File: src/rtl/next_hop_select.sv
// Scans the best-neighbour table in memory and picks the next hop: fewest hops first,
// then highest Q, lowest index on a full tie. The chosen ID is written back to memory.
module next_hop_select (
  input  logic        clock,
  input  logic        nrst,
  input  logic        en,
  input  logic        start,
  input  logic [15:0] data_in,
  output logic [10:0] address,
  output logic [15:0] data_out,
  output logic        wr_en,
  output logic [15:0] nexthopID,
  output logic [15:0] nexthopH,
  output logic [15:0] nexthopQ,
  output logic        no_route,
  output logic        done
);

  localparam logic [10:0] ADDR_COUNT = 11'h2B8;
  localparam logic [10:0] ADDR_OUT   = 11'h2BA;
  localparam logic [10:0] ADDR_ID    = 11'h2F8;
  localparam logic [10:0] ADDR_HOP   = 11'h308;
  localparam logic [10:0] ADDR_Q     = 11'h318;

  typedef enum logic [2:0] {
    S_IDLE, S_COUNT, S_ID, S_HOP, S_Q, S_CMP, S_WRITE, S_DONE
  } state_t;

  state_t      r_state, w_next;
  logic [2:0]  r_i;
  logic [3:0]  r_n;
  logic [15:0] r_cand_id, r_cand_h, r_cand_q;
  logic        w_take, w_last;

  function automatic logic [3:0] sat_count(input logic [15:0] cnt);
    return (cnt > 16'd8) ? 4'd8 : cnt[3:0];
  endfunction

  function automatic logic [10:0] addr_at(input logic [10:0] base, input logic [2:0] idx);
    return base + {7'd0, idx, 1'b0};
  endfunction

  assign w_take = (r_i == 3'd0) || (r_cand_h < nexthopH) ||
                  ((r_cand_h == nexthopH) && (r_cand_q > nexthopQ));
  assign w_last = (({1'b0, r_i} + 4'd1) == r_n);

  always_ff @(posedge clock) begin
    if (!nrst) r_state <= S_IDLE;
    else       r_state <= w_next;
  end

  always_comb begin
    w_next = r_state;
    if (!en) begin
      w_next = S_IDLE;
    end else begin
      case (r_state)
        S_IDLE:  if (start) w_next = S_COUNT;
        S_COUNT: w_next = (data_in == 16'd0) ? S_DONE : S_ID;
        S_ID:    w_next = S_HOP;
        S_HOP:   w_next = S_Q;
        S_Q:     w_next = S_CMP;
        S_CMP:   w_next = w_last ? S_WRITE : S_ID;
        S_WRITE: w_next = S_DONE;
        S_DONE:  w_next = S_IDLE;
        default: w_next = S_IDLE;
      endcase
    end
  end

  always_ff @(posedge clock) begin
    if (!nrst) begin
      address   <= '0;
      data_out  <= '0;
      wr_en     <= 1'b0;
      nexthopID <= '0;
      nexthopH  <= '0;
      nexthopQ  <= '0;
      no_route  <= 1'b0;
      done      <= 1'b0;
      r_i       <= '0;
      r_n       <= '0;
      r_cand_id <= '0;
      r_cand_h  <= '0;
      r_cand_q  <= '0;
    end else begin
      // Strobes default low; an en drop therefore also cancels a pending write.
      wr_en <= 1'b0;
      done  <= 1'b0;
      if (en) begin
        case (r_state)
          S_IDLE: if (start) begin
            address  <= ADDR_COUNT;
            no_route <= 1'b0;
          end
          S_COUNT: begin
            r_n <= sat_count(data_in);
            if (data_in == 16'd0) begin
              no_route  <= 1'b1;
              nexthopID <= '0;
              nexthopH  <= '0;
              nexthopQ  <= '0;
            end else begin
              r_i     <= '0;
              address <= ADDR_ID;
            end
          end
          S_ID: begin
            r_cand_id <= data_in;
            address   <= addr_at(ADDR_HOP, r_i);
          end
          S_HOP: begin
            r_cand_h <= data_in;
            address  <= addr_at(ADDR_Q, r_i);
          end
          S_Q: r_cand_q <= data_in;
          S_CMP: begin
            if (w_take) begin
              nexthopID <= r_cand_id;
              nexthopH  <= r_cand_h;
              nexthopQ  <= r_cand_q;
            end
            if (w_last) begin
              address  <= ADDR_OUT;
              data_out <= w_take ? r_cand_id : nexthopID;
              wr_en    <= 1'b1;
            end else begin
              r_i     <= r_i + 3'd1;
              address <= addr_at(ADDR_ID, r_i + 3'd1);
            end
          end
          S_DONE:  done <= 1'b1;
          default: ;
        endcase
      end
    end
  end

endmodule

File: config.mk
export PLATFORM = sky130hd
export DESIGN_NAME = next_hop_select
export DESIGN_NICKNAME = d
export VERILOG_FILES = /design/src/rtl/next_hop_select.sv
export SDC_FILE = /design/constraint.sdc
export NUM_CORES = 1
export LEC_CHECK = 0
export ABC_AREA = 1
export ABC_CLOCK_PERIOD_IN_PS = 6300
export CAP_MARGIN = 20
export CELL_PAD_IN_SITES_DETAIL_PLACEMENT = 1
export CELL_PAD_IN_SITES_GLOBAL_PLACEMENT = 1
export CORE_MARGIN = 4
export CORE_UTILIZATION = 44
export CTS_BUF_LIST = sky130_fd_sc_hd__clkbuf_4 sky130_fd_sc_hd__clkbuf_8
export DETAILED_ROUTE_END_ITERATION = 10
export PLACE_DENSITY_LB_ADDON = 0.05
export RECOVER_POWER = 50
export SETUP_SLACK_MARGIN = 0.4
export SKIP_CTS_REPAIR_TIMING = 1
export SLEW_MARGIN = 20
export SYNTH_ARGS = -nofsm -noshare
export SYNTH_HDL_FRONTEND = slang
export SYNTH_SLANG_ARGS = --single-unit
File: constraint.sdc
create_clock -name clock -period 6.3 [get_ports clock]
set_clock_uncertainty 0.2 [all_clocks]
set_input_delay 0.63 -clock clock [delete_from_list [all_inputs] [get_ports clock]]
set_output_delay 0.63 -clock clock [all_outputs]
set_load 0.005 [all_outputs]
=== Yosys cells after proc, flatten, opt, wreduce, memory -nomap -nowiden ===
Cells that the tools add are included.

* Bits in registers: 136
* Bits in latches: 0
* RAM bits: 0
* Bits in read-only memories: 0
* Bits of input ports: 20
* Logic and storage cells: 81
* Memories: 0

* $add $sub $neg: 5
* Multiply operators: 0
* Divide/modulo/power cells: 0
* $lt $le $gt $ge: 3
* Equality and inequality tests: 14
* Shift-type cells: 0
* Multiplexer cells: 24
* Bitwise logic cells: 0
* Reductions and logical operators: 21

{| class="wikitable"
|+ Operators with widths
! kind !! number
|-
| 16-bit one-hot mux with 2 select lines || 3
|-
| 16-bit 2-to-1 mux || 4
|-
| 11-bit one-hot mux with 5 select lines || 1
|-
| 10-bit by 4-bit adder with 11-bit output (first input constant) || 3
|-
| 11-bit 2-to-1 mux || 3
|-
| 3-bit one-hot mux with 8 select lines || 1
|-
| 16-bit == test || 1
|-
| 16-bit greater-than comparator || 1
|-
| 16-bit by 4-bit greater-than comparator with 1-bit output (second input constant) || 1
|-
| 16-bit logical NOT || 1
|-
| 16-bit less-than comparator || 1
|-
| 4-bit AND reduction || 4
|-
| 3-bit 2-to-1 mux || 5
|-
| 3-bit == test (second input constant) || 4
|-
| 2-bit != test (second input constant) || 5
|-
| 2-bit AND reduction || 5
|-
| 3-bit AND reduction || 3
|-
| 3-bit by 2-bit == test with 1-bit output (second input constant) || 2
|-
| 3-bit logical NOT || 2
|-
| 3-bit one-hot mux with 2 select lines || 1
|-
| 5-bit nonzero test || 1
|-
| 3-bit by 1-bit adder with 4-bit output (second input constant) || 1
|-
| 4-bit == test || 1
|-
| 1-bit 2-to-1 mux || 4
|-
| other kinds (7) || 9
|}

=== Logic depth before layout (Yosys ltp) ===
Gate-level depths: netlist of the first run.

* Word-level depth: 5
* Mapped depth: 19
* Gate-level depth less buffers: 18

=== Worst setup path after synthesis of the first run ===
OpenSTA, ideal clock, no wires.

* Path kind: register -> register
* Start point: register nexthopH[15]
* End point: register nexthopH[0]
* Setup time: 142 ps
* Arrival: 1816 ps
* Slack: 4142 ps
* Cell stages (with the launch flop): 14
* Path buffers: 1
* Cell sequence: dfxtp_1 inv_1 ha_1 nand2_1 nor2_2 nand2_1 nor2_2 nor3b_2 nand2_2 nand3_4 nand2_8 buf_12 nand2_2 a21oi_2

* Word-level cells in the longest chain between the ends: 5

{| class="wikitable"
|+ RTL lines
! element !! RTL line !! RTL
|-
| start, declared || 13 || <nowiki>output logic [15:0] nexthopH,</nowiki>
|-
| start signal, assigned || 120 || <nowiki>nexthopH <= r_cand_h;</nowiki>
|-
| 16-bit less-than comparator / 16-bit == test (equally long branches) || 43, 44 ||
|-
| 1-bit logical OR / 1-bit logical AND (equally long branches) || 43, 44 ||
|-
| 1-bit logical OR (*) || 43 || <nowiki>assign w_take = (r_i == 3'd0) || (r_cand_h < nexthopH) ||</nowiki>
|-
| 2-bit != test (no source line) (*) || - ||
|-
| 4-bit AND reduction (no source line) (*) || - ||
|}

Every way passes the cells marked *; elsewhere a longest branch is shown, timed or not.
A chain may end at the register's enable or synchronous reset.

==> reports/metrics.csv, run 1 <==
metric;value;unit
Tcrit/Tclk final;64.32;%
Hold Vio Cnt, Final;0;
Clock Path Buffers;2;
worst hold slack;0.2636;ns
Setup crit start kind;input pin;
Setup crit end kind;flop;
antenna violations before repair;0;
share of cells above drive strength 1;9.538;%
total congestion overflow;0;
antenna diode count;0;
Slew HR;-59.22;%
Hold Path Cell Cnt;2;
die span in y;131.8;um
Syn. warnings;0;
Initial Util;45.69;%
max-slew violation count;64;
HP Class;flop to flop;
most frequent cells in the layout;178 x nand2_1, 148 x inv_1, 134 x dfxtp_1;
Die Area;0.01737;mm^2
worst ir drop on vdd;0.1345;mV
Hold Startpoint;r_cand_id[10]$_SDFFE_PN0P_;
DP Worst Slack;3.203;ns
routability cong.;0.8072;
reg-to-reg endpoint;nexthopQ[10]$_SDFFE_PN0P_;
Setup TNS;0;ns
Least-Margin Pin Slew;2.388;ns
core area;0.01475;mm^2
final core area utilization;54.87;%
I/O pin cnt;98;
asr flop ratio synth;0;%
failing checks;capacitance limit, slew limit;
post-layout minimum cycle time;4.052;ns
worst reg2reg path depth;12;
Hold Path Sink;r_cand_id[10]$_SDFFE_PN0P_;
root buffer cell;clkbuf_8;
commonest non-fill, non-tap cell in the layout;nand2_1;
Vias;6237;
first-pass GRT wire length;31.91;mm
largest net degree at the start of global routing;64;
Reg-to-Reg Start;nexthopQ[7]$_SDFFE_PN0P_;
via count of the first global-routing pass;6347;
area grow syn2layout;20.08;%
kind of critical path;input pin to flop;
Layout Nets;1079;
TritonCTS clock tree;yes;
gate count of the mapped netlist;949;
PwrDens;210.9;mW/mm^2
total power;1.707;mW
FMAX;246.8;MHz
flops & latches, synth;134;
register area share after synthesis;39.79;%
area post-placement;0.007705;mm^2
Post-synth EDFFs;0;
clock latency on the worst-skew pair;0.45;ns
Residual DRC;0;
CTS Sinks;134;
max-cap violations;1;
wire length per cell;15.76;um
crit path DAT;4.25;ns
final wirelength;19.26;mm
Static Leak;3.483;nW
syn avg cell area;7.104;um^2
1st-iter DRT viols;340;
H-tree depth;4;
Num CTS Buffers;17;
synth unique cells;41;
Max FO, Critical Path;63;
placed insts;1190;
Post-Synthesis Cell Area;0.006741;mm^2
RSZ-0062 raised after global routing;false;
drt pass-1 iters;5;
gr usage total;22.44;%
Worst-path clk slew;0.08;ns
CP Data Required Time;6.50;ns
Final Worst Setup Slack;2.248;ns
Via density;5.104;
# rows;44;
Final Setup Violations;0;
Die X;131.8;um
Post-Layout Cell Count;1222;
Synth Flop Type;dfxtp_1;
outcome;finished, violations left;
r2r setup slk;3.18;ns
Detail Route Antenna Nets;0;
DP HPWL;13.77;mm
fin area;0.008095;mm^2
number of port buffers;95;
[flip-flops by register name, indices dropped and copies added, names as in the netlist, 4 cells and up]
register   flops
r_cand_id     16
r_n            4
nexthopID     16
data_out      16
nexthopQ      16
r_cand_h      16
nexthopH      16
address        9
r_cand_q      16
[cells by family after synthesis]
group           Yosys count  share of synthesized area [%]
fa+ha+maj                34                          6.310
buf+inv                 199                          12.49
compound gates          181                          14.90
simple gates            396                          25.93
other cells               1                        0.05563
flops                   134                          39.79
xor+xnor                  4                         0.5198
[area by class of cell]
type / instances / area, um^2
Multi-Input combinational cell: 617 / 3221
Sequential cell: 134 / 2683
Tap cell: 184 / 230.2
Clock buffer: 24 / 324.1
Fill cell: 1911 / 6659
Inverter: 156 / 590.6
Timing Repair Buffer: 99 / 977.2
Clock inverter: 8 / 70.07
[worst max-delay path, stage by stage]
cell	delay, ns
dlygate4sd3_1	0.52
clkbuf_1	1.69
inv_2	0.56
buf_4	0.53
nor2_1	0.18
nand2_1	0.07
inv_1	0.04
[synthesized netlist by cell type, types with 7 or more instances]
cell type	count	area [um^2]
a21oi_1	91	455.4
a21oi_2	20	175.2
buf_2	7	35.03
clkbuf_1	24	90.09
dfxtp_1	134	2683
ha_1	34	425.4
inv_1	148	555.5
nand2_1	178	668.1
nand2_2	22	137.6
nand3_1	73	365.4
nor2_1	103	386.6
o21ai_0	60	300.3
[how the worst max path moves through the flow]
stage,start,to,depth (start not counted)
after global routing,nrst,data_out[5]$_SDFFE_PN0P_,7
final,nrst,data_out[1]$_SDFFE_PN0P_,7
after floorplan,nexthopH[15]$_SDFFE_PN0P_,nexthopH[0]$_SDFFE_PN0P_,13
after global placement,en,r_cand_h[7]$_SDFFE_PN0P_,4
after CTS,nexthopQ[7]$_SDFFE_PN0P_,nexthopH[11]$_SDFFE_PN0P_,12
after detailed placement,data_in[6],nexthopH[11]$_SDFFE_PN0P_,13
[layer usage]
| metal | part of all wire [%] | track usage [%] |
|---|---|---|
| met5 | 0 | 0 |
| met4 | 1.3 | 6.126 |
| met3 | 3.2 | 4.237 |
| met2 | 48 | 37.74 |
| met1 | 48 | 29.63 |
[power breakdown]
| group | leakage (nW) | internal [mW] | total (mW) | switching, mW |
|---|---|---|---|---|
| Combinational | 2.20 | 0.0405 | 0.134 | 0.0932 |
| Sequential | 1.08 | 0.854 | 0.860 | 0.00536 |
| Clock | 0.204 | 0.376 | 0.714 | 0.338 |
| Total | 3.48 | 1.27 | 1.71 | 0.436 |
No activity file was read; power rests on OpenSTA's default activity.
==> run 2: changes to the inputs <==
--- a/config.mk
+++ b/config.mk
@@ -6,12 +6,12 @@
 export NUM_CORES = 1
 export LEC_CHECK = 0
 export ABC_AREA = 1
-export ABC_CLOCK_PERIOD_IN_PS = 6300
+export ABC_CLOCK_PERIOD_IN_PS = 3450
 export CAP_MARGIN = 20
 export CELL_PAD_IN_SITES_DETAIL_PLACEMENT = 1
 export CELL_PAD_IN_SITES_GLOBAL_PLACEMENT = 1
 export CORE_MARGIN = 4
-export CORE_UTILIZATION = 44
+export CORE_UTILIZATION = 37
 export CTS_BUF_LIST = sky130_fd_sc_hd__clkbuf_4 sky130_fd_sc_hd__clkbuf_8
 export DETAILED_ROUTE_END_ITERATION = 10
 export PLACE_DENSITY_LB_ADDON = 0.05
==> constraint.sdc (replaced) <==
create_clock -name clock -period 3.45 [get_ports clock]
set_clock_uncertainty 0.2 [all_clocks]
set_input_delay 0.345 -clock clock [delete_from_list [all_inputs] [get_ports clock]]
set_output_delay 0.345 -clock clock [all_outputs]
set_load 0.005 [all_outputs]
==> reports/metrics.csv, run 2 (same netlist as run 1, synthesis figures left out) <==
metric;value;unit
Via density;4.893;
RSZ-0062 raised after global routing;false;
first-pass GRT wire length;32.79;mm
drt pass-1 iters;5;
most frequent cells in the layout;178 x nand2_1, 148 x inv_1, 134 x dfxtp_1;
routability cong.;0.7775;
Die X;143.0;um
max-slew violation count;0;
Die Area;0.02044;mm^2
I/O pin cnt;98;
final wirelength;20.18;mm
root buffer cell;clkbuf_8;
via count of the first global-routing pass;6363;
max-cap violations;0;
gr usage total;20.42;%
Setup crit start kind;flop;
Static Leak;3.564;nW
DP HPWL;14.51;mm
commonest non-fill, non-tap cell in the layout;nand2_1;
HP Class;flop to flop;
Least-Margin Pin Slew;1.106;ns
Residual DRC;0;
post-layout minimum cycle time;2.798;ns
CTS Sinks;134;
Clock Path Buffers;2;
share of cells above drive strength 1;10.57;%
Num CTS Buffers;17;
wire length per cell;15.77;um
Vias;6258;
number of port buffers;95;
Setup crit end kind;flop;
# rows;49;
kind of critical path;flop to flop;
Tcrit/Tclk final;81.09;%
Hold Vio Cnt, Final;0;
DP Worst Slack;0.4492;ns
TritonCTS clock tree;yes;
largest net degree at the start of global routing;63;
antenna violations before repair;0;
die span in y;143.0;um
area grow syn2layout;23.65;%
Setup TNS;0;ns
Final Setup Violations;0;
PwrDens;403.0;mW/mm^2
final core area utilization;46.40;%
outcome;finished clean;
worst hold slack;0.2590;ns
Max FO, Critical Path;19;
Worst-path clk slew;0.08;ns
H-tree depth;4;
antenna diode count;0;
total congestion overflow;0;
1st-iter DRT viols;207;
core area;0.01796;mm^2
Final Worst Setup Slack;0.6524;ns
Initial Util;37.53;%
crit path DAT;3.00;ns
worst ir drop on vdd;0.2297;mV
Layout Nets;1091;
clock latency on the worst-skew pair;0.46;ns
FMAX;357.5;MHz
Detail Route Antenna Nets;0;
CP Data Required Time;3.65;ns
total power;3.359;mW
Slew HR;26.24;%
==> run 2: final cells by class <==
type                       instances  area [um^2]
fill                            2320         9628
multi-input combinational        618         3246
sequential                       134         2683
timing repair buffer             110         1070
inverter                         156        590.6
tap                              229        286.5
clock buffer                      17        234.0
clock inverter                    15        226.5
==> run 2: power breakdown <==
part	switching (mW)	internal (mW)
Combinational	0.171	0.0796
Sequential	0.00969	1.56
Clock	0.676	0.864
==> run 2: worst max-delay path, stage by stage, from the launching register on <==
cell and delay, ns:
dfxtp_1 0.39, inv_1 0.06, ha_1 0.30, nand2_1 0.07
nor2_1 0.16, nand2_1 0.08, nor2_1 0.28, nor3b_2 0.11
nand2_4 0.24, nand3_4 0.33, nand2_8 0.32, nand2_2 0.07
a21oi_2 0.11
==> run 2: through the flow <==
stage          std cells  area, um^2
2_1_floorplan        950        6745
3_3_place_gp        1246        7856
3_5_place_dp        1246        7856
4_1_cts             1278        8317
5_1_grt             1279        8335
6_report            1279        8335
==> run 2: path summary, 6_finish.rpt <==
check                            start                   endpoint  slack (ns)  cells past startpoint
min reg2reg  r_cand_id[0]$_SDFFE_PN0P_  r_cand_id[0]$_SDFFE_PN0P_        0.26                      2
max           nexthopQ[7]$_SDFFE_PN0P_   nexthopQ[5]$_SDFFE_PN0P_        0.65                     12
min          r_cand_id[0]$_SDFFE_PN0P_  r_cand_id[0]$_SDFFE_PN0P_        0.26                      2
max reg2reg   nexthopQ[7]$_SDFFE_PN0P_   nexthopQ[5]$_SDFFE_PN0P_        0.65                     12
==> run 2: layer usage <==
metal	part of all wire, %	track usage [%]
met5	0	0
met4	1.1	4.652
met3	2.9	3.851
met2	47	34.20
met1	49	27.38
==> run 3: changes to the inputs <==
--- a/config.mk
+++ b/config.mk
@@ -6,7 +6,7 @@
 export NUM_CORES = 1
 export LEC_CHECK = 0
 export ABC_AREA = 1
-export ABC_CLOCK_PERIOD_IN_PS = 3450
+export ABC_CLOCK_PERIOD_IN_PS = 2500
 export CAP_MARGIN = 20
 export CELL_PAD_IN_SITES_DETAIL_PLACEMENT = 1
 export CELL_PAD_IN_SITES_GLOBAL_PLACEMENT = 1
==> constraint.sdc (replaced) <==
create_clock -name clock -period 2.5 [get_ports clock]
set_clock_uncertainty 0.2 [all_clocks]
set_input_delay 0.25 -clock clock [delete_from_list [all_inputs] [get_ports clock]]
set_output_delay 0.25 -clock clock [all_outputs]
set_load 0.005 [all_outputs]
==> reports/metrics.csv, run 3 (same netlist as run 1, synthesis figures left out) <==
metric;value;unit
area post-placement;0.008133;mm^2
wire length per cell;17.02;um
routability cong.;0.7890;
Vias;6513;
antenna diode count;0;
DP Worst Slack;0.05808;ns
CP Data Required Time;2.68;ns
Max FO, Critical Path;7;
gr usage total;20.51;%
Final Setup Violations;0;
Final Worst Setup Slack;0.09061;ns
root buffer cell;clkbuf_8;
max-cap violations;0;
number of port buffers;95;
drt pass-1 iters;5;
Tcrit/Tclk final;96.38;%
max-slew violation count;0;
Hold Startpoint;no_route$_SDFFE_PN0P_;
combinational power share;9.4;%
sw frac;26.44;%
Clock Path Buffers;2;
reg-to-reg endpoint;nexthopH[14]$_SDFFE_PN0P_;
Reg-to-Reg Start;nexthopH[13]$_SDFFE_PN0P_;
1st-iter DRT viols;238;
CTS Sinks;134;
Setup crit end kind;flop;
commonest non-fill, non-tap cell in the layout;nand2_1;
Cell Int Power;3.233;mW
switching pwr;1.162;mW
Hold Path Cell Cnt;2;
final core area utilization;51.33;%
I/O pin cnt;98;
first-pass GRT wire length;33.29;mm
Least-Margin Pin Slew;0.7432;ns
Initial Util;37.53;%
HP Class;flop to flop;
outcome;finished clean;
antenna violations before repair;0;
PwrDens;476.7;mW/mm^2
most frequent cells in the layout;154 x nand2_1, 142 x inv_1, 115 x dfxtp_1;
total congestion overflow;0;
area grow syn2layout;36.77;%
FMAX;415.0;MHz
Die Area;0.02044;mm^2
Residual DRC;0;
clock latency on the worst-skew pair;0.45;ns
Via density;4.927;
Layout Nets;1135;
kind of critical path;flop to flop;
Detail Route Antenna Nets;0;
crit path DAT;2.59;ns
Setup crit start kind;flop;
RSZ-0062 raised after global routing;true;
via count of the first global-routing pass;6526;
Hold Path Sink;no_route$_SDFFE_PN0P_;
# rows;49;
worst ir drop on vdd;0.3644;mV
core area;0.01796;mm^2
Clk pwr share;41.3;%
r2r setup slk;0.09;ns
die span in y;143.0;um
Num CTS Buffers;17;
Setup TNS;0;ns
H-tree depth;4;
DP HPWL;14.69;mm
largest net degree at the start of global routing;43;
fin area;0.009220;mm^2
share of cells above drive strength 1;22.87;%
Static Leak;3.765;nW
worst hold slack;0.2561;ns
Hold Vio Cnt, Final;0;
Worst-path clk slew;0.08;ns
sequential share of power;49.3;%
final wirelength;22.50;mm
Critical path origin;nexthopH[13]$_SDFFE_PN0P_;
post-layout minimum cycle time;2.409;ns
Die X;143.0;um
Slew HR;50.45;%
worst reg2reg path depth;13;
TritonCTS clock tree;yes;
==> run 3: worst max-delay path, cell delays in order (launching register included) <==
cell and delay [ns]:
dfxtp_4 0.36, inv_2 0.04, ha_4 0.27, nand2_4 0.05, nor2_4 0.12, nand2_2 0.10, nor2_4 0.17, nor3b_4 0.25
nand2_4 0.12, nand3_4 0.09, buf_12 0.17, clkbuf_16 0.19, nand3_2 0.07, a21oi_1 0.12
==> run 3: final cells by class <==
| cell class | count | area [um^2] |
|---|---|---|
| fillers | 2216 | 8743 |
| multi-input cells | 620 | 3725 |
| flip-flops and latches | 134 | 2709 |
| repair buffers | 152 | 1530 |
| inverters | 156 | 593.1 |
| well taps | 229 | 286.5 |
| clock buffers | 21 | 270.3 |
| clock inverters | 10 | 106.4 |
==> run 3: power groups by stage <==
stage	clock network, mW	registers, mW	logic, mW
after global placement	0	2.22	0.378
after detailed placement	0	2.22	0.381
final	1.82	2.17	0.414
after floorplan	0	2.21	0.211
after CTS	1.86	2.17	0.384
after global routing	1.97	2.17	0.457
==> run 3: how the worst max path moves through the flow <==
stage                                endpoint  slack, ns  cells after the start
CTS                 nexthopQ[10]$_SDFFE_PN0P_       0.06                     14
global placement    nexthopH[11]$_SDFFE_PN0P_       0.05                     13
floorplan            nexthopH[0]$_SDFFE_PN0P_       0.40                     13
finish              nexthopH[14]$_SDFFE_PN0P_       0.09                     13
global route        nexthopH[11]$_SDFFE_PN0P_      -0.05                     15
detailed placement   nexthopH[8]$_SDFFE_PN0P_       0.06                     13
==> run 3: per-layer routing <==
layer  up-vias  track usage (%)  part of all wire [%]  routed length (um)
li1       3254                -                     -                   -
met1      3142            27.21                    46               10280
met2        96            34.50                    50               11150
met3        21            4.454                   3.5                 782
met4         0            4.252                   1.3                 287
met5         -                0                     0                   0
==> run 3: stage by stage <==
stage | cells | total power [mW]
after global routing | 1322 | 4.599
after floorplan | 950 | 2.425
after detailed placement | 1274 | 2.597
final | 1322 | 4.395
after global placement | 1274 | 2.594
after CTS | 1305 | 4.405
